**config.mk**
```make
export PLATFORM = sky130hd
export DESIGN_NAME = regfile_cmd_master_flat
export DESIGN_NICKNAME = d
export VERILOG_FILES = /design/src/rtl/regfile_cmd_master_if.sv /design/src/rtl/regfile_cmd_master.sv /design/src/flat_wrapper.sv
export SDC_FILE = /design/constraint.sdc
export NUM_CORES = 1
export LEC_CHECK = 0
export ABC_CLOCK_PERIOD_IN_PS = 2500
export CAP_MARGIN = 20
export CORE_ASPECT_RATIO = 0.5
export CORE_MARGIN = 5
export CORE_UTILIZATION = 48
export DETAILED_ROUTE_END_ITERATION = 10
export PLACE_DENSITY = 0.82
export REMOVE_ABC_BUFFERS = 1
export SYNTH_ARGS = -nofsm -noshare
export SYNTH_HDL_FRONTEND = slang
export SYNTH_SLANG_ARGS = --single-unit
```
**constraint.sdc**
```tcl
create_clock -name clk -period 2.5 [get_ports clk]
set_input_delay 0.375 -clock clk [delete_from_list [all_inputs] [get_ports clk]]
set_output_delay 0.375 -clock clk [all_outputs]
set_load 0.01 [all_outputs]
```
**src/rtl/regfile_cmd_master_if.sv**
```systemverilog
// ---------------------------------------------------------------------------
// regfile_cmd_master_if
// Bundles the three signal groups around regfile_cmd_master:
//   cmd_*  : command channel from the control sequencer (valid/ready)
//   rf_*   : requester side of the two-read/one-write register file
//   rsp_*  : one-cycle completion response
// Modports:
//   master : the command master block (drives cmd_ready, rf_* requests, rsp_*)
//   slave  : the environment (sequencer + register file)
// ---------------------------------------------------------------------------
interface regfile_cmd_master_if #(
  parameter int DATA_WIDTH = 16,
  parameter int ADDR_WIDTH = 5
);
  // command channel
  logic                  cmd_valid;
  logic                  cmd_ready;
  logic [1:0]            cmd_op;
  logic [ADDR_WIDTH-1:0] cmd_rs1;
  logic [ADDR_WIDTH-1:0] cmd_rs2;
  logic [ADDR_WIDTH-1:0] cmd_rd;
  logic [DATA_WIDTH-1:0] cmd_imm;
  // register file requests
  logic [ADDR_WIDTH-1:0] rf_rad1;
  logic                  rf_ren1;
  logic [ADDR_WIDTH-1:0] rf_rad2;
  logic                  rf_ren2;
  logic [ADDR_WIDTH-1:0] rf_wad1;
  logic                  rf_wen1;
  logic [DATA_WIDTH-1:0] rf_din;
  // register file returns
  logic [DATA_WIDTH-1:0] rf_dout1;
  logic [DATA_WIDTH-1:0] rf_dout2;
  logic                  rf_collision;
  // response
  logic                  rsp_valid;
  logic [DATA_WIDTH-1:0] rsp_data;
  logic                  rsp_carry;
  logic                  rsp_err;

  modport master (
    input  cmd_valid, cmd_op, cmd_rs1, cmd_rs2, cmd_rd, cmd_imm,
    input  rf_dout1, rf_dout2, rf_collision,
    output cmd_ready,
    output rf_rad1, rf_ren1, rf_rad2, rf_ren2, rf_wad1, rf_wen1, rf_din,
    output rsp_valid, rsp_data, rsp_carry, rsp_err
  );

  modport slave (
    output cmd_valid, cmd_op, cmd_rs1, cmd_rs2, cmd_rd, cmd_imm,
    output rf_dout1, rf_dout2, rf_collision,
    input  cmd_ready,
    input  rf_rad1, rf_ren1, rf_rad2, rf_ren2, rf_wad1, rf_wen1, rf_din,
    input  rsp_valid, rsp_data, rsp_carry, rsp_err
  );
endinterface

```
**src/rtl/regfile_cmd_master.sv**
```systemverilog
// ---------------------------------------------------------------------------
// regfile_cmd_master
// Executes one register-transfer command at a time (ADD, SUB, MOV, LDI)
// against a two-read/one-write register file: reads the sources, computes
// the result, writes it back and emits a one-cycle response. Reads that the
// register file flags with rf_collision are re-issued up to MAX_RETRY times;
// after that the command ends with rsp_err=1 and no write.
//
// Ports:
//   clk       : clock, all state changes on posedge
//   resetn    : asynchronous active-low reset
//   bus       : regfile_cmd_master_if.master (cmd_*, rf_*, rsp_* groups)
//   dbg_state : current FSM state (IDLE=0, READ=1, WAIT=2, WRITE=3, RESP=4)
//
// Handshake: a command transfers on the rising edge where cmd_valid and
// cmd_ready are both 1. cmd_ready is 1 only in IDLE (and never in reset);
// cmd_* fields are sampled only at that edge and ignored at all other times.
// ---------------------------------------------------------------------------
module regfile_cmd_master #(
  parameter int DATA_WIDTH = 16,
  parameter int ADDR_WIDTH = 5,
  parameter int MAX_RETRY  = 3
) (
  input  logic                 clk,
  input  logic                 resetn,
  regfile_cmd_master_if.master bus,
  output logic [2:0]           dbg_state
);

  localparam int RW = (MAX_RETRY < 1) ? 1 : $clog2(MAX_RETRY + 1);
  localparam logic [RW-1:0] RETRY_LIMIT = RW'(MAX_RETRY);

  localparam logic [1:0] OP_ADD = 2'b00;
  localparam logic [1:0] OP_SUB = 2'b01;
  localparam logic [1:0] OP_MOV = 2'b10;
  localparam logic [1:0] OP_LDI = 2'b11;

  typedef enum logic [2:0] {
    S_IDLE  = 3'd0,
    S_READ  = 3'd1,
    S_WAIT  = 3'd2,
    S_WRITE = 3'd3,
    S_RESP  = 3'd4
  } state_t;

  state_t                state_q, state_d;
  logic [1:0]            op_q;
  logic [ADDR_WIDTH-1:0] rs1_q, rs2_q, rd_q;
  logic [DATA_WIDTH-1:0] result_q;
  logic                  carry_q;
  logic                  err_q;
  logic [RW-1:0]         retry_q;

  logic                  accept;
  logic                  two_src;
  logic [DATA_WIDTH:0]   sum_w;
  logic [DATA_WIDTH:0]   diff_w;
  logic [DATA_WIDTH-1:0] alu_res;
  logic                  alu_carry;

  assign accept    = bus.cmd_valid && bus.cmd_ready;
  assign two_src   = (op_q == OP_ADD) || (op_q == OP_SUB);
  assign dbg_state = state_q;

  // Bit DATA_WIDTH of the zero-extended difference is the unsigned borrow.
  assign sum_w  = {1'b0, bus.rf_dout1} + {1'b0, bus.rf_dout2};
  assign diff_w = {1'b0, bus.rf_dout1} - {1'b0, bus.rf_dout2};

  always_comb begin
    alu_res   = bus.rf_dout1;
    alu_carry = 1'b0;
    case (op_q)
      OP_ADD: begin
        alu_res   = sum_w[DATA_WIDTH-1:0];
        alu_carry = sum_w[DATA_WIDTH];
      end
      OP_SUB: begin
        alu_res   = diff_w[DATA_WIDTH-1:0];
        alu_carry = diff_w[DATA_WIDTH];
      end
      default: begin
        alu_res   = bus.rf_dout1;
        alu_carry = 1'b0;
      end
    endcase
  end

  // State register
  always_ff @(posedge clk or negedge resetn) begin
    if (!resetn) state_q <= S_IDLE;
    else         state_q <= state_d;
  end

  // Next-state logic
  always_comb begin
    state_d = state_q;
    case (state_q)
      S_IDLE:  if (accept) state_d = (bus.cmd_op == OP_LDI) ? S_WRITE : S_READ;
      S_READ:  state_d = S_WAIT;
      S_WAIT: begin
        if (!bus.rf_collision)          state_d = S_WRITE;
        else if (retry_q < RETRY_LIMIT) state_d = S_READ;
        else                            state_d = S_RESP;
      end
      S_WRITE: state_d = S_RESP;
      S_RESP:  state_d = S_IDLE;
      default: state_d = S_IDLE;
    endcase
  end

  // Captured command, retry counter and result registers
  always_ff @(posedge clk or negedge resetn) begin
    if (!resetn) begin
      op_q     <= OP_ADD;
      rs1_q    <= '0;
      rs2_q    <= '0;
      rd_q     <= '0;
      result_q <= '0;
      carry_q  <= 1'b0;
      err_q    <= 1'b0;
      retry_q  <= '0;
    end else begin
      case (state_q)
        S_IDLE: begin
          if (accept) begin
            op_q     <= bus.cmd_op;
            rs1_q    <= bus.cmd_rs1;
            rs2_q    <= bus.cmd_rs2;
            rd_q     <= bus.cmd_rd;
            // LDI skips the read phase, so its result is the immediate itself.
            result_q <= (bus.cmd_op == OP_LDI) ? bus.cmd_imm : '0;
            carry_q  <= 1'b0;
            err_q    <= 1'b0;
            retry_q  <= '0;
          end
        end
        S_WAIT: begin
          if (!bus.rf_collision) begin
            result_q <= alu_res;
            carry_q  <= alu_carry;
          end else if (retry_q < RETRY_LIMIT) begin
            retry_q <= retry_q + RW'(1);
          end else begin
            result_q <= '0;
            carry_q  <= 1'b0;
            err_q    <= 1'b1;
          end
        end
        S_RESP:  retry_q <= '0;
        default: ;
      endcase
    end
  end

  // Outputs decode purely from state; everything idles at zero.
  always_comb begin
    bus.cmd_ready = 1'b0;
    bus.rf_rad1   = '0;
    bus.rf_ren1   = 1'b0;
    bus.rf_rad2   = '0;
    bus.rf_ren2   = 1'b0;
    bus.rf_wad1   = '0;
    bus.rf_wen1   = 1'b0;
    bus.rf_din    = '0;
    bus.rsp_valid = 1'b0;
    bus.rsp_data  = '0;
    bus.rsp_carry = 1'b0;
    bus.rsp_err   = 1'b0;
    case (state_q)
      S_IDLE: bus.cmd_ready = resetn;
      S_READ: begin
        bus.rf_ren1 = 1'b1;
        bus.rf_rad1 = rs1_q;
        if (two_src) begin
          bus.rf_ren2 = 1'b1;
          bus.rf_rad2 = rs2_q;
        end
      end
      S_WRITE: begin
        bus.rf_wen1 = 1'b1;
        bus.rf_wad1 = rd_q;
        bus.rf_din  = result_q;
      end
      S_RESP: begin
        bus.rsp_valid = 1'b1;
        bus.rsp_data  = result_q;
        bus.rsp_carry = carry_q;
        bus.rsp_err   = err_q;
      end
      default: ;
    endcase
  end

endmodule

```
**src/flat_wrapper.sv**
```systemverilog
// flat-port wrapper written by rule: the top's interface ports become plain ports
module regfile_cmd_master_flat 
#(
  parameter int DATA_WIDTH = 16,
  parameter int ADDR_WIDTH = 5,
  parameter int MAX_RETRY  = 3
)
  (clk, resetn, dbg_state, bus_cmd_valid, bus_cmd_op, bus_cmd_rs1, bus_cmd_rs2, bus_cmd_rd, bus_cmd_imm, bus_rf_dout1, bus_rf_dout2, bus_rf_collision, bus_cmd_ready, bus_rf_rad1, bus_rf_ren1, bus_rf_rad2, bus_rf_ren2, bus_rf_wad1, bus_rf_wen1, bus_rf_din, bus_rsp_valid, bus_rsp_data, bus_rsp_carry, bus_rsp_err);
  regfile_cmd_master_if #(.DATA_WIDTH(DATA_WIDTH), .ADDR_WIDTH(ADDR_WIDTH)) bus_i ();
  input  logic clk;
  input  logic resetn;
  output logic [2:0] dbg_state;
  input wire logic [$bits(bus_i.cmd_valid)-1:0] bus_cmd_valid;
  input wire logic [$bits(bus_i.cmd_op)-1:0] bus_cmd_op;
  input wire logic [$bits(bus_i.cmd_rs1)-1:0] bus_cmd_rs1;
  input wire logic [$bits(bus_i.cmd_rs2)-1:0] bus_cmd_rs2;
  input wire logic [$bits(bus_i.cmd_rd)-1:0] bus_cmd_rd;
  input wire logic [$bits(bus_i.cmd_imm)-1:0] bus_cmd_imm;
  input wire logic [$bits(bus_i.rf_dout1)-1:0] bus_rf_dout1;
  input wire logic [$bits(bus_i.rf_dout2)-1:0] bus_rf_dout2;
  input wire logic [$bits(bus_i.rf_collision)-1:0] bus_rf_collision;
  output wire logic [$bits(bus_i.cmd_ready)-1:0] bus_cmd_ready;
  output wire logic [$bits(bus_i.rf_rad1)-1:0] bus_rf_rad1;
  output wire logic [$bits(bus_i.rf_ren1)-1:0] bus_rf_ren1;
  output wire logic [$bits(bus_i.rf_rad2)-1:0] bus_rf_rad2;
  output wire logic [$bits(bus_i.rf_ren2)-1:0] bus_rf_ren2;
  output wire logic [$bits(bus_i.rf_wad1)-1:0] bus_rf_wad1;
  output wire logic [$bits(bus_i.rf_wen1)-1:0] bus_rf_wen1;
  output wire logic [$bits(bus_i.rf_din)-1:0] bus_rf_din;
  output wire logic [$bits(bus_i.rsp_valid)-1:0] bus_rsp_valid;
  output wire logic [$bits(bus_i.rsp_data)-1:0] bus_rsp_data;
  output wire logic [$bits(bus_i.rsp_carry)-1:0] bus_rsp_carry;
  output wire logic [$bits(bus_i.rsp_err)-1:0] bus_rsp_err;
  assign bus_i.cmd_valid = bus_cmd_valid;
  assign bus_i.cmd_op = bus_cmd_op;
  assign bus_i.cmd_rs1 = bus_cmd_rs1;
  assign bus_i.cmd_rs2 = bus_cmd_rs2;
  assign bus_i.cmd_rd = bus_cmd_rd;
  assign bus_i.cmd_imm = bus_cmd_imm;
  assign bus_i.rf_dout1 = bus_rf_dout1;
  assign bus_i.rf_dout2 = bus_rf_dout2;
  assign bus_i.rf_collision = bus_rf_collision;
  assign bus_cmd_ready = bus_i.cmd_ready;
  assign bus_rf_rad1 = bus_i.rf_rad1;
  assign bus_rf_ren1 = bus_i.rf_ren1;
  assign bus_rf_rad2 = bus_i.rf_rad2;
  assign bus_rf_ren2 = bus_i.rf_ren2;
  assign bus_rf_wad1 = bus_i.rf_wad1;
  assign bus_rf_wen1 = bus_i.rf_wen1;
  assign bus_rf_din = bus_i.rf_din;
  assign bus_rsp_valid = bus_i.rsp_valid;
  assign bus_rsp_data = bus_i.rsp_data;
  assign bus_rsp_carry = bus_i.rsp_carry;
  assign bus_rsp_err = bus_i.rsp_err;
  regfile_cmd_master #(.DATA_WIDTH(DATA_WIDTH), .ADDR_WIDTH(ADDR_WIDTH), .MAX_RETRY(MAX_RETRY)) u_core (.clk(clk), .resetn(resetn), .bus(bus_i), .dbg_state(dbg_state));
endmodule
```
* Yosys cells after proc, flatten, opt, wreduce, memory -nomap -nowiden *
Index checks and enable logic that the tools add are counted.

word-level totals
  flip-flop bits (word level) = 40
  input bits = 69
  logic and storage cells = 71

cells by class
  add/subtract/negate cells = 3
  equality and inequality tests = 11
  mux-type cells = 37
  reduce and logical (&&, ||, !) cells = 10
  $lt $le $gt $ge = 1

operators with widths
  operator             number
  $mux 16              6
  $pmux 16 s2          2
  $mux 5               4
  $add 16x16->17       1
  $sub 16x16->17       1
  $mux 1               13
  $pmux 3 s4           1
  $mux 3               3
  $mux 2               4
  $reduce_and 4->1     2
  $eq 3x2->1 const B   2
  $pmux 1 s2           3
  $pmux 2 s3           1
  $ne 2x1->1 const B   2
  $ne 2x2->1 const B   2
  $eq 3x1->1 const B   1
  $eq 3x3->1 const B   1
  $logic_not 3->1      1
  $ne 3x3->1 const B   1
  $reduce_and 3->1     1
  $reduce_bool 3->1    1
  $add 2x1->2 const B  1
  $eq 2x1->1 const B   1
  $eq 2x2->1 const B   1
  other kinds (6)      6

* Longest topological paths before layout *
Gate-level depths: netlist of the first run.

  word-level depth = 5
  gate-level depth with buffers = 10

* Least setup slack after synthesis of the first run *
Ideal clock, no wire load.

  kind = input to register
  from = input bus_rf_dout2[5]
  to = register u_core.result_q[13]
  slack = 0.062 ns
  arrival = 2.306 ns
  buffers on the path = 1
  stages on the path = 10
  library setup time = 0.132 ns
  path through = inv_1 -> ha_1 -> buf_6 -> or4_4 -> a311oi_2 -> o31ai_2 -> a31oi_2 -> xnor2_1 -> a211oi_2 -> o21ai_1

on the way
  cells in the longest elaborated chain, start to end = 4
  elaborated cells between the ends (all ways) = 5

ends and longest elaborated chain
  element                                           RTL line                                            text
  from (decl)                                       flat_wrapper.sv:20                                  input wire logic [$bits(bus_i.rf_dout2)-1:0] bus_rf_dout2;
  $sub 16x16->17 or $add 16x16->17 (tied branches)  regfile_cmd_master.sv:67, regfile_cmd_master.sv:66
  $pmux 16 s2 (*)                                   regfile_cmd_master.sv:72                            case (op_q)
  $mux 16 (*)                                       regfile_cmd_master.sv:138                           if (!bus.rf_collision) begin
  $pmux 16 s2 (*)                                   regfile_cmd_master.sv:123                           case (state_q)
  to (signal assigned)                              regfile_cmd_master.sv:131                           result_q <= (bus.cmd_op == OP_LDI) ? bus.cmd_imm : '0;
  to (signal assigned)                              regfile_cmd_master.sv:139                           result_q <= alu_res;
  to (decl)                                         regfile_cmd_master.sv:49                            logic [DATA_WIDTH-1:0] result_q;

Mark *: on every way between the ends. The rest lies on a longest branch, timed or not.
A chain may end at the register's enable or synchronous reset.

* Final worst setup path of the first run *
  from = register u_core.state_q[2] (netlist: u_core.dbg_state[2])
  to = output bus_rf_rad2[1]

on the way
  cells in the longest elaborated chain, start to end = 2

ends and longest elaborated chain
  element                 RTL line                   text
  from (decl)             regfile_cmd_master.sv:46   state_t state_q, state_d;
  from (signal assigned)  regfile_cmd_master.sv:91   else state_q <= state_d;
  $eq 3x1->1              regfile_cmd_master.sv:169  case (state_q)
  $mux 5                  regfile_cmd_master.sv:169
  to (decl)               flat_wrapper.sv:25         output wire logic [$bits(bus_i.rf_rad2)-1:0] bus_rf_rad2;

Every way passes these cells.

==> impl_results.md, run 1 <==
- Layout Cells excl Fill: just under 900
- Status: complete, no violations
- Crit path largest cell delay: 0.56 ns
- Relative max-transition margin: a little under three fifths
- WP buf/inv: 2
- Main synth FF type: dfrtp_1
- CP delay by family, top: buffers and inverters
- Fmax: around 400 MHz
- Vias per cell: 5.915
- Lkg Pwr: between 3 and 4 nW
- Initial antenna violation count: 0
- Setup violators final: 0
- Maximum clock path buffer count: 2
- DR WL/cell: 19.37 microns
- Main area contributors after synthesis: dfrtp_1 25%, ha_1 10%, and2_1 7.8%
- Port bufs: roughly 130
- Hold_ws: 0.2139 ns
- Crit end category: primary output
- Final worst slack: ~0.0056 ns
- First-pass GRT wire length: around 26 mm
- Critical Path Fanout Max: 7
- Post-synth EDFFs: 0
- Post-synthesis cell type count: slightly above 60
- Later-pin clock latency in the skew report: around 0.28 ns
- Post-layout net count: about 900
- Hold_buf cts: 0
- Measured slew at the worst slew-check pin: about 0.64 ns
- Worst Setup Path Type: flop to primary output
- Overflow after GRT: 0
- Worst-path clk slew: about 0.06 ns
- Synth async-reset ratio: 100.0%
- TritonCTS buffer count: 5
- Vias in the first global route: 4752
- Post-Synthesis Cells: approximately 550
- Syn_area_per_cell: 7.436 sq um
- WP data arrival: between 2 and 2.5 ns
- Synth Area in Simple Gates: 28.51%
- Final Hold Viols: 0
- Multiplexer area fraction after synthesis: under 10%
- Final WL: around 17 mm
- Yosys top cell by area: dfrtp_1
- Sequential area share after synthesis: between 20% and 30%
- Clock Tree Root: clkbuf_16
- Antenna Nets Post-Route: 0
- Critical path launch point: u_core.dbg_state[2]
- Met3 GRT Util: ~5.5%
- ANT cells: 0
- Share of cells above drive strength 1: around a quarter
- Inst Count DP: 869
- IO Pins: approximately 130
- HPWL after detailed placement: roughly 12 mm
- Die X-Extent: roughly 140 microns
- Synth Area in XOR/XNOR: 1.938%
- Post-Syn Area: around 4000 sq um
- Worst slack, placed: -0.5339 ns
- Pin count of the biggest net entering global routing: 41
- GR peak layer: met2
- RD Place Congestion: about 0.95
- FF-to-FF End: u_core.result_q[15]
- Peak supply drop: 0.4708 mV
- Tot GR Track Use: a little under a third
- Die ar.: around 11000 sq um
- Initial Util: roughly half
- Met2 Resource Use GR: between 50% and 60%
- DR pass1 iterations: 6
- Std cell rows: 23
- H-tree levels: 2
- Fin crit share: 99.78%
- Slowest stage cell, crit path: clkdlybuf4s50_1
- Data required, critical path: roughly 2.1 ns
- Post-synth top area share: 24.61%
- PwrDens: around 800 nW/um^2
- RSZ-0062 raised after global routing: true
- Tmin final: 2.494 ns
- # DRC: 0
- Final Max Slew Viols: 0
- Core area: a little over 8000 sq um
- Adder-cell share of the synthesized area: 11.44%
- R2r worst-path depth: 9
- Die Y: around 75 microns
- HP Class: input port to asynchronous set/reset pin
- Final Skew: approximately 0.0042 ns
- Reg-to-reg startpoint: u_core.retry_q[0]
- Largest family of logic cells by synthesized area: simple AND/OR/NAND/NOR gates
- Met1 Use GR: 42.91%
- DR vias: around 5200
- CTS tree: done
- # clock sinks: 40
- CP cell instances: buf_4 > nor3b_4 > nor2b_4 > and2_1 > clkdlybuf4s50_1
- Reg-to-reg slack, setup: 0.14 ns
- # Max-Cap Violations: 0
- Yosys warning count: 0
- Setup TNS: 0 ns
- Startpoint Class: flop
- Iteration-0 DRC Markers: approximately 620
- Synth Register Bits: 40
- Post-synthesis compound-gate area fraction: between 20% and 30%
- Worst Setup EP: bus_rf_rad2[1]
- Area Overhead vs Synth: 64.93%
- WP depth: 5
[area by class of cell]
| type | instances | area [sq um] |
|---|---|---|
| multi-input combinational | 437 | 3069 |
| inverter | 37 | 138.9 |
| fill | 489 | 1406 |
| timing repair buffer | 248 | 2172 |
| clock buffer | 5 | 125.1 |
| clock inverter | 2 | 60.06 |
| tap | 112 | 140.1 |
| sequential | 40 | 1003 |
[layer usage]
layer | wire length (microns) | part of all wire [%]
met1 | 7424 | 44
met2 | 7596 | 45
met3 | 1664 | 9.8
met4 | 377 | 2.2
met5 | 0 | 0
[kinds of logic (layout without fill, tap and decap cells)]
family	count (synthesis)	after routing
multiplexers	10	10
XOR/XNOR	9	9
AO/OA/AOI/OAI	147	147
flip-flops	40	40
AND/OR/NAND/NOR	235	235
buffers and inverters	70	292
adder cells (fa/ha/maj)	36	36
[cells in the mapped netlist (6+ instances only)]
library cell and number:
ha_1 34, a21oi_1 40, and3_1 7, clkbuf_1 26, nand2b_1 9, mux2i_1 6, inv_1 37, dfrtp_1 40
and2_1 51, o21ai_0 27, a211oi_1 6, xnor2_1 9, a31oi_1 14, nor2_1 37, nand2_1 84, nor3_1 17
[flip-flops by register name (all words and copies together) (netlist names)]
register          flops
u_core.carry_q        1
u_core.err_q          1
u_core.op_q           2
u_core.retry_q        2
u_core.result_q      16
u_core.rs1_q          5
u_core.rd_q           5
u_core.rs2_q          5
u_core.dbg_state      3
[worst reg2reg max path, stage by stage (launching register included)]
cell       delay (ns)
dfrtp_1          0.39
ha_2             0.22
nor2b_1          0.09
a2111oi_4        0.36
mux2i_1          0.24
buf_4            0.16
o211ai_1         0.10
nor3_2           0.19
o211ai_1         0.10
o41a_1           0.37
[what timing repair did]
item,4_1_cts,5_1_grt
endpoints found under the setup margin,18,56
resized for setup,50,30
pin swaps,18,14
setup buffers,0,5
[cell usage in the layout, fill, tap and decap left out, types with 4 or more instances in the layout]
cell,n
a211oi_1,4
a21o_1,5
a21oi_1,36
a221oi_1,4
a31oi_1,14
a32oi_1,4
and2_1,51
and3_1,7
buf_4,121
clkbuf_16,5
clkdlybuf4s50_1,107
dfrtp_1,38
dlygate4sd2_1,12
dlymetal6s2s_1,4
ha_1,21
ha_2,5
ha_4,8
inv_1,29
inv_2,8
mux2_2,4
mux2i_1,6
nand2_1,84
nand2b_1,9
nand3_1,5
nor2_1,36
nor3_1,14
nor3b_1,4
o21ai_0,24
o22ai_1,4
xnor2_1,9
[how the worst min path moves through the flow]
stage | slack [ns] | endpoint | start | cells past startpoint
after global placement | 0.45 | u_core.rs2_q[1] | u_core.rs2_q[1] | 2
final | 0.21 | u_core.rs2_q[4] | resetn | 2
after global routing | 0.26 | u_core.rs2_q[4] | resetn | 2
after CTS | 0.21 | u_core.rs2_q[1] | resetn | 2
after floorplan | 0.08 | u_core.carry_q | resetn | 0
after detailed placement | 0.46 | u_core.rs1_q[0] | u_core.rs1_q[0] | 2
[metrics by stage]
step	utilization [%]	power, W	area (sq um)
3_3_place_gp	76.56	0.003979	6213
4_1_cts	81.05	0.005006	6578
3_5_place_dp	76.56	0.004076	6213
6_report	82.67	0.005276	6709
2_1_floorplan	-	0.002644	3930
5_1_grt	82.67	0.005543	6709
[power by group]
group          internal (W)  switching [W]  total (W)
Sequential         0.000946       0.000281    0.00123
Clock              0.000567       0.000263   0.000829
Combinational       0.00149        0.00173    0.00322
Total               0.00300        0.00227    0.00528
No activity file was read; power rests on OpenSTA's default activity.
==> inputs of run 2 (changes only) <==
--- a/config.mk
+++ b/config.mk
@@ -5,7 +5,7 @@
 export SDC_FILE = /design/constraint.sdc
 export NUM_CORES = 1
 export LEC_CHECK = 0
-export ABC_CLOCK_PERIOD_IN_PS = 2500
+export ABC_CLOCK_PERIOD_IN_PS = 2400
 export CAP_MARGIN = 20
 export CORE_ASPECT_RATIO = 0.5
 export CORE_MARGIN = 5
==> constraint.sdc (replaced) <==
create_clock -name clk -period 2.4 [get_ports clk]
set_input_delay 0.36 -clock clk [delete_from_list [all_inputs] [get_ports clk]]
set_output_delay 0.36 -clock clk [all_outputs]
set_load 0.01 [all_outputs]
==> run 2 against run 1 <==
Compared with the run above: the flow now finishes with violations (setup timing); final cell count is 0.34% higher; critical path type is now input port to flop; combinational power is 7.5% higher; via count is 0.61% higher; die area stayed put; register-to-register slack worse by 0.12 ns; clock skew is 0.0022 ns higher; power is 4.7% higher; global-route usage is 0.19 points lower; critical path depth is 6 higher.
==> impl_results.md, run 2 (same netlist as run 1, synthesis figures left out) <==
- Max reg flops: 16
- Data required, critical path: 2.57 ns
- CTS tree: done
- Die ar.: around 11000 sq um
- HPWL after detailed placement: about 12 mm
- Clock Tree Root: clkbuf_16
- Later-pin clock latency in the skew report: 0.28 ns
- Worst-path clk slew: ~0.060 ns
- Die Y: approximately 75 microns
- Area Overhead vs Synth: 67.15%
- Final worst slack: -0.06491 ns
- R2r worst-path depth: 10
- Core area: between 8000 and 9000 sq um
- Startpoint Class: input port
- IO Pins: roughly 130
- Hold_buf cts: 0
- Share of cells above drive strength 1: approximately 28%
- Commonest cells after routing, fill and taps aside: 121 x buf_4, 104 x clkdlybuf4s50_1, 84 x nand2_1, 51 x and2_1, 38 x dfrtp_1
- Biggest register: u_core.result_q
- DR vias: 5243
- Setup violators final: 3
- Failing checks: setup timing
- Status: finished with violations
- Crit end category: flop
- Std cell rows: 23
- Initial antenna violation count: 0
- HP Class: input port to asynchronous set/reset pin
- Final WL: ~17 mm
- ANT cells: 0
- DR pass1 iterations: 6
- Layout Utilization: between 80% and 90%
- WP data arrival: 2.63 ns
- Worst Setup Path Type: input port to flop
- Die X-Extent: 140.2 microns
- Critical Path Fanout Max: 5
- Port bufs: 125
- Multi-input gate area: 3164 sq um
- Vias per cell: about 5.9
- PwrDens: a little over 800 nW/um^2
- # DRC: 0
- First-pass GRT wire length: about 26 mm
- Tot GR Track Use: between 30% and 40%
- Fin crit share: 102.7%
- # Max-Cap Violations: 0
- Final Skew: between 0.006 and 0.007 ns
- Post-layout net count: slightly below 900
- Final Max Slew Viols: 0
- Commonest non-fill, non-tap cell in the layout: buf_4
- Worst slack, placed: -0.6301 ns
- H-tree levels: 2
- Measured slew at the worst slew-check pin: approximately 0.56 ns
- Hold_ws: ~0.21 ns
- Maximum clock path buffer count: 2
- RSZ-0062 raised after global routing: true
- Overflow after GRT: 0
- # clock sinks: 40
- Iteration-0 DRC Markers: ~530
- # fillers: between 400 and 500
- Fmax: between 400 and 500 MHz
- Vias in the first global route: 4911
- Peak supply drop: roughly 0.67 mV
- Final Hold Viols: 0
- Tmin final: about 2.5 ns
- Lkg Pwr: 3.141 nW
- Pin count of the biggest net entering global routing: 41
- Initial Util: between 50 and 60%
- RD Place Congestion: between 1 and 1.5
- Antenna Nets Post-Route: 0
- TritonCTS buffer count: 5
- Relative max-transition margin: a little over three fifths
- DR WL/cell: 19.72 microns
- Sequential Area: approximately 1000 sq um
run 2: final cells by class:
class	instances	area share (%)
tap	112	2.061
multi-input combinational	437	46.54
clock inverter	2	0.5705
sequential	40	14.76
clock buffer	6	2.043
inverter	37	2.043
timing repair buffer	250	31.98
run 2: final timing paths:
kind / startpoint / to / slack (ns)
worst max-delay path: bus_rf_dout2[7] / u_core.result_q[9] / -0.06
worst min-delay path: resetn / u_core.dbg_state[0] / 0.21
worst max register to register: u_core.retry_q[0] / u_core.result_q[15] / 0.02
worst min register to register: u_core.rs2_q[1] / u_core.rs2_q[1] / 0.47
max in group asynchronous: resetn / u_core.dbg_state[1] / 1.81
min in group clk: u_core.rs2_q[1] / u_core.rs2_q[1] / 0.47
run 2: worst max-delay path: stages:
cell,delay [ns]
clkdlybuf4s50_1,0.52
inv_2,0.07
ha_4,0.30
buf_4,0.16
a311oi_4,0.05
buf_4,0.16
o41ai_4,0.41
a21oi_1,0.13
nor2_1,0.21
xnor2_1,0.15
a21oi_1,0.08
run 2: per-layer routing:
| metal | share of wire [%] | wire (microns) | vias to the layer above | track usage [%] |
|---|---|---|---|---|
| li1 | - | - | 2365 | - |
| met1 | 41 | 7136 | 2460 | 41.65 |
| met2 | 46 | 7995 | 354 | 50.95 |
| met3 | 11 | 1843 | 64 | 5.647 |
| met4 | 2.6 | 455 | 0 | 7.519 |
| met5 | 0 | 0 | - | 0 |
run 2: power by group:
group | internal, W | switching [W]
Clock | 0.000521 | 0.000283
Combinational | 0.00159 | 0.00187
Sequential | 0.000985 | 0.000271
run 2: stage by stage:
stage / setup TNS [ns] / instance area [sq um] / instances / power, W
finish: -0.08848 / 6799 / 884 / 0.005526
global route: -0.6929 / 6799 / 884 / 0.005829
CTS: 0 / 6589 / 877 / 0.005144
detailed placement: -6.849 / 6206 / 868 / 0.004219
global placement: -5.931 / 6206 / 868 / 0.004132
floorplan: -15.96 / 3930 / 514 / 0.002754
run 2: repair_timing:
action | in CTS | in global routing
pin swaps | 19 | 26
setup endpoints to repair | 42 | 64
gates resized for setup | 57 | 60
buffers inserted | 1 | 6
gates cloned | 0 | 1
==> inputs of run 3 (changes only) <==
--- a/config.mk
+++ b/config.mk
@@ -11,7 +11,7 @@
 export CORE_MARGIN = 5
 export CORE_UTILIZATION = 48
 export DETAILED_ROUTE_END_ITERATION = 10
-export PLACE_DENSITY = 0.82
+export PLACE_DENSITY_LB_ADDON = 0.08
 export REMOVE_ABC_BUFFERS = 1
 export SYNTH_ARGS = -nofsm -noshare
 export SYNTH_HDL_FRONTEND = slang
==> run 3 against run 2 <==
Compared with the run above: the run now ends clean; clock skew shrank 0.0033 ns; first-iteration DRC count shrank 33%; via count shrank 4.8%; die area is the same; hold slack lost 0.045 ns; core utilization shrank 0.69 points; wire length shrank 14%; critical path depth is the same; non-clock buffer count shrank 4; final cell count shrank 0.45%; critical endpoint is now u_core.result_q[13].
==> impl_results.md, run 3 (same netlist as run 1, synthesis figures left out) <==
- Antenna Nets Post-Route: 0
- Pin count of the biggest net entering global routing: 41
- Commonest non-fill, non-tap cell in the layout: buf_4
- Iteration-0 DRC Markers: 356
- Initial Util: 50.12%
- TritonCTS buffer count: 5
- Measured slew at the worst slew-check pin: 0.5590 ns
- Hold_buf cts: 0
- DR vias: 4990
- Most used cell, CP: buf_4
- RD Place Congestion: 0.9420
- Final WL: 15.05 mm
- Later-pin clock latency in the skew report: between 0.2 and 0.3 ns
- DR WL/cell: about 17 microns
- Vias per cell: ~5.7
- WP buf/inv: 4
- Vias in the first global route: about 5000
- Worst-path clk slew: 0.06 ns
- Worst slack, placed: -0.6061 ns
- Layout Utilization: a little over 80%
- Total power: slightly above 0.005 W
- IO Pins: roughly 130
- Area Overhead vs Synth: 65.76%
- Tmin final: 2.370 ns
- Fin crit share: about 99%
- Crit path largest cell delay: ~0.55 ns
- Worst Setup Path Type: input port to flop
- PwrDens: around 770 nW/um^2
- Peak supply drop: 0.4798 mV
- Initial antenna violation count: 0
- Biggest register: u_core.result_q
- CTS tree: done
- # Max-Cap Violations: 0
- Die X-Extent: between 100 and 150 microns
- Die ar.: between 10000 and 15000 sq um
- Tot GR Track Use: between 20% and 30%
- H-tree levels: 2
- Share of cells above drive strength 1: 24.87%
- Setup violators final: 0
- Final Max Slew Viols: 0
- Startpoint Class: input port
- Final worst slack: 0.03041 ns
- CP cell instances: clkdlybuf4s50_1 > buf_4 > ha_1 > buf_4 > a21oi_2 > o31a_1 > buf_4 > a31oi_2 > xnor2_1 > a211oi_2 > o21ai_1
- Status: complete, no violations
- Maximum clock path buffer count: 2
- First-pass GRT wire length: 23.68 mm
- Relative max-transition margin: between 60 and 70%
- # DRC: 0
- RSZ-0062 raised after global routing: true
- Fmax: about 420 MHz
- Commonest cells after routing, fill and taps aside: 118 x buf_4, 99 x clkdlybuf4s50_1, 84 x nand2_1, 51 x and2_1, 37 x dfrtp_1
- Port bufs: roughly 130
- Slowest stage cell, crit path: clkdlybuf4s50_1
- Final Skew: about 0.0031 ns
- HP Class: input port to asynchronous set/reset pin
- Final Hold Viols: 0
- # clock sinks: 40
- Max reg flops: 16
- Post-layout net count: around 870
- Crit end category: flop
- Std cell rows: 23
- Lkg Pwr: between 3 and 4 nW
- Die Y: ~75 microns
- ANT cells: 0
- Critical Path Fanout Max: 4
- Data required, critical path: roughly 2.6 ns
- DR pass1 iterations: 7
- Clock Tree Root: clkbuf_16
- Overflow after GRT: 0
- WP data arrival: ~2.5 ns
- HPWL after detailed placement: between 10 and 15 mm
- Core area: 8115 sq um
- CP delay by family, top: buffers and inverters
[run 3: cell count changes in the layout (fill, tap and decap cells not counted), moves of 3 or more]
cell             change
buf_4                -3
clkbuf_2             -7
clkdlybuf4s50_1      -5
dlygate4sd2_1        +9
dlymetal6s2s_1       +4
ha_1                 +3
ha_2                 -3
inv_1                +6
inv_2                -7
nor3_1               -3
[run 3: layer usage]
layer,global-route usage (%),up-vias,part of all wire (%)
li1,-,2354,-
met1,33.97,2345,42
met2,50.32,239,48
met3,4.378,52,7.2
met4,9.452,0,3.0
met5,0,-,0
[run 3: worst register-to-register path, stage by stage, from the launching register on]
cell and delay, ns:
dfrtp_1 0.38, ha_1 0.19, nor2b_1 0.08, a2111oi_4 0.38, mux2i_1 0.33, o211ai_1 0.15
nor3_2 0.18, o211ai_1 0.11, o41a_1 0.31
[run 3: stage by stage]
step	cells	hold WS [ns]	setup TNS, ns	area [sq um]
2_1_floorplan	514	0.06441	-15.96	3930
3_3_place_gp	867	0.4493	-5.684	6193
3_5_place_dp	867	0.4542	-6.535	6193
4_1_cts	875	0.1844	0	6545
5_1_grt	880	0.2168	-0.1108	6743
6_report	880	0.1689	0	6743
[run 3: final timing paths]
kind,start,endpoint,slack [ns],cells past startpoint
setup reg to reg,u_core.retry_q[0],u_core.result_q[15],0.16,8
min in group clk,u_core.rs2_q[1],u_core.rs2_q[1],0.46,2
setup / recovery,bus_rf_dout1[7],u_core.result_q[13],0.03,11
hold / removal,resetn,u_core.rs1_q[1],0.17,2
hold reg to reg,u_core.rs2_q[1],u_core.rs2_q[1],0.46,2
max in group asynchronous,resetn,u_core.dbg_state[2],1.84,2
[run 3: what timing repair did]
| item | 4_1_cts | 5_1_grt |
|---|---|---|
| setup buffers | 0 | 5 |
| pin swaps | 15 | 4 |
| resized for setup | 57 | 39 |
| endpoints found under the setup margin | 53 | 45 |
[run 3: layout make-up]
type | instances | area, sq um
Timing Repair Buffer | 246 | 2172
Fill cell | 561 | 1373
Inverter | 37 | 141.4
Tap cell | 112 | 140.1
Clock inverter | 2 | 38.79
Sequential cell | 40 | 1005
Multi-Input combinational cell | 437 | 3107
Clock buffer | 6 | 138.9
[run 3: power breakdown]
group	switching, W	internal, W	leakage (nW)
Sequential	0.000258	0.000987	0.497
Clock	0.000279	0.000521	0.0871
Combinational	0.00163	0.00150	2.63
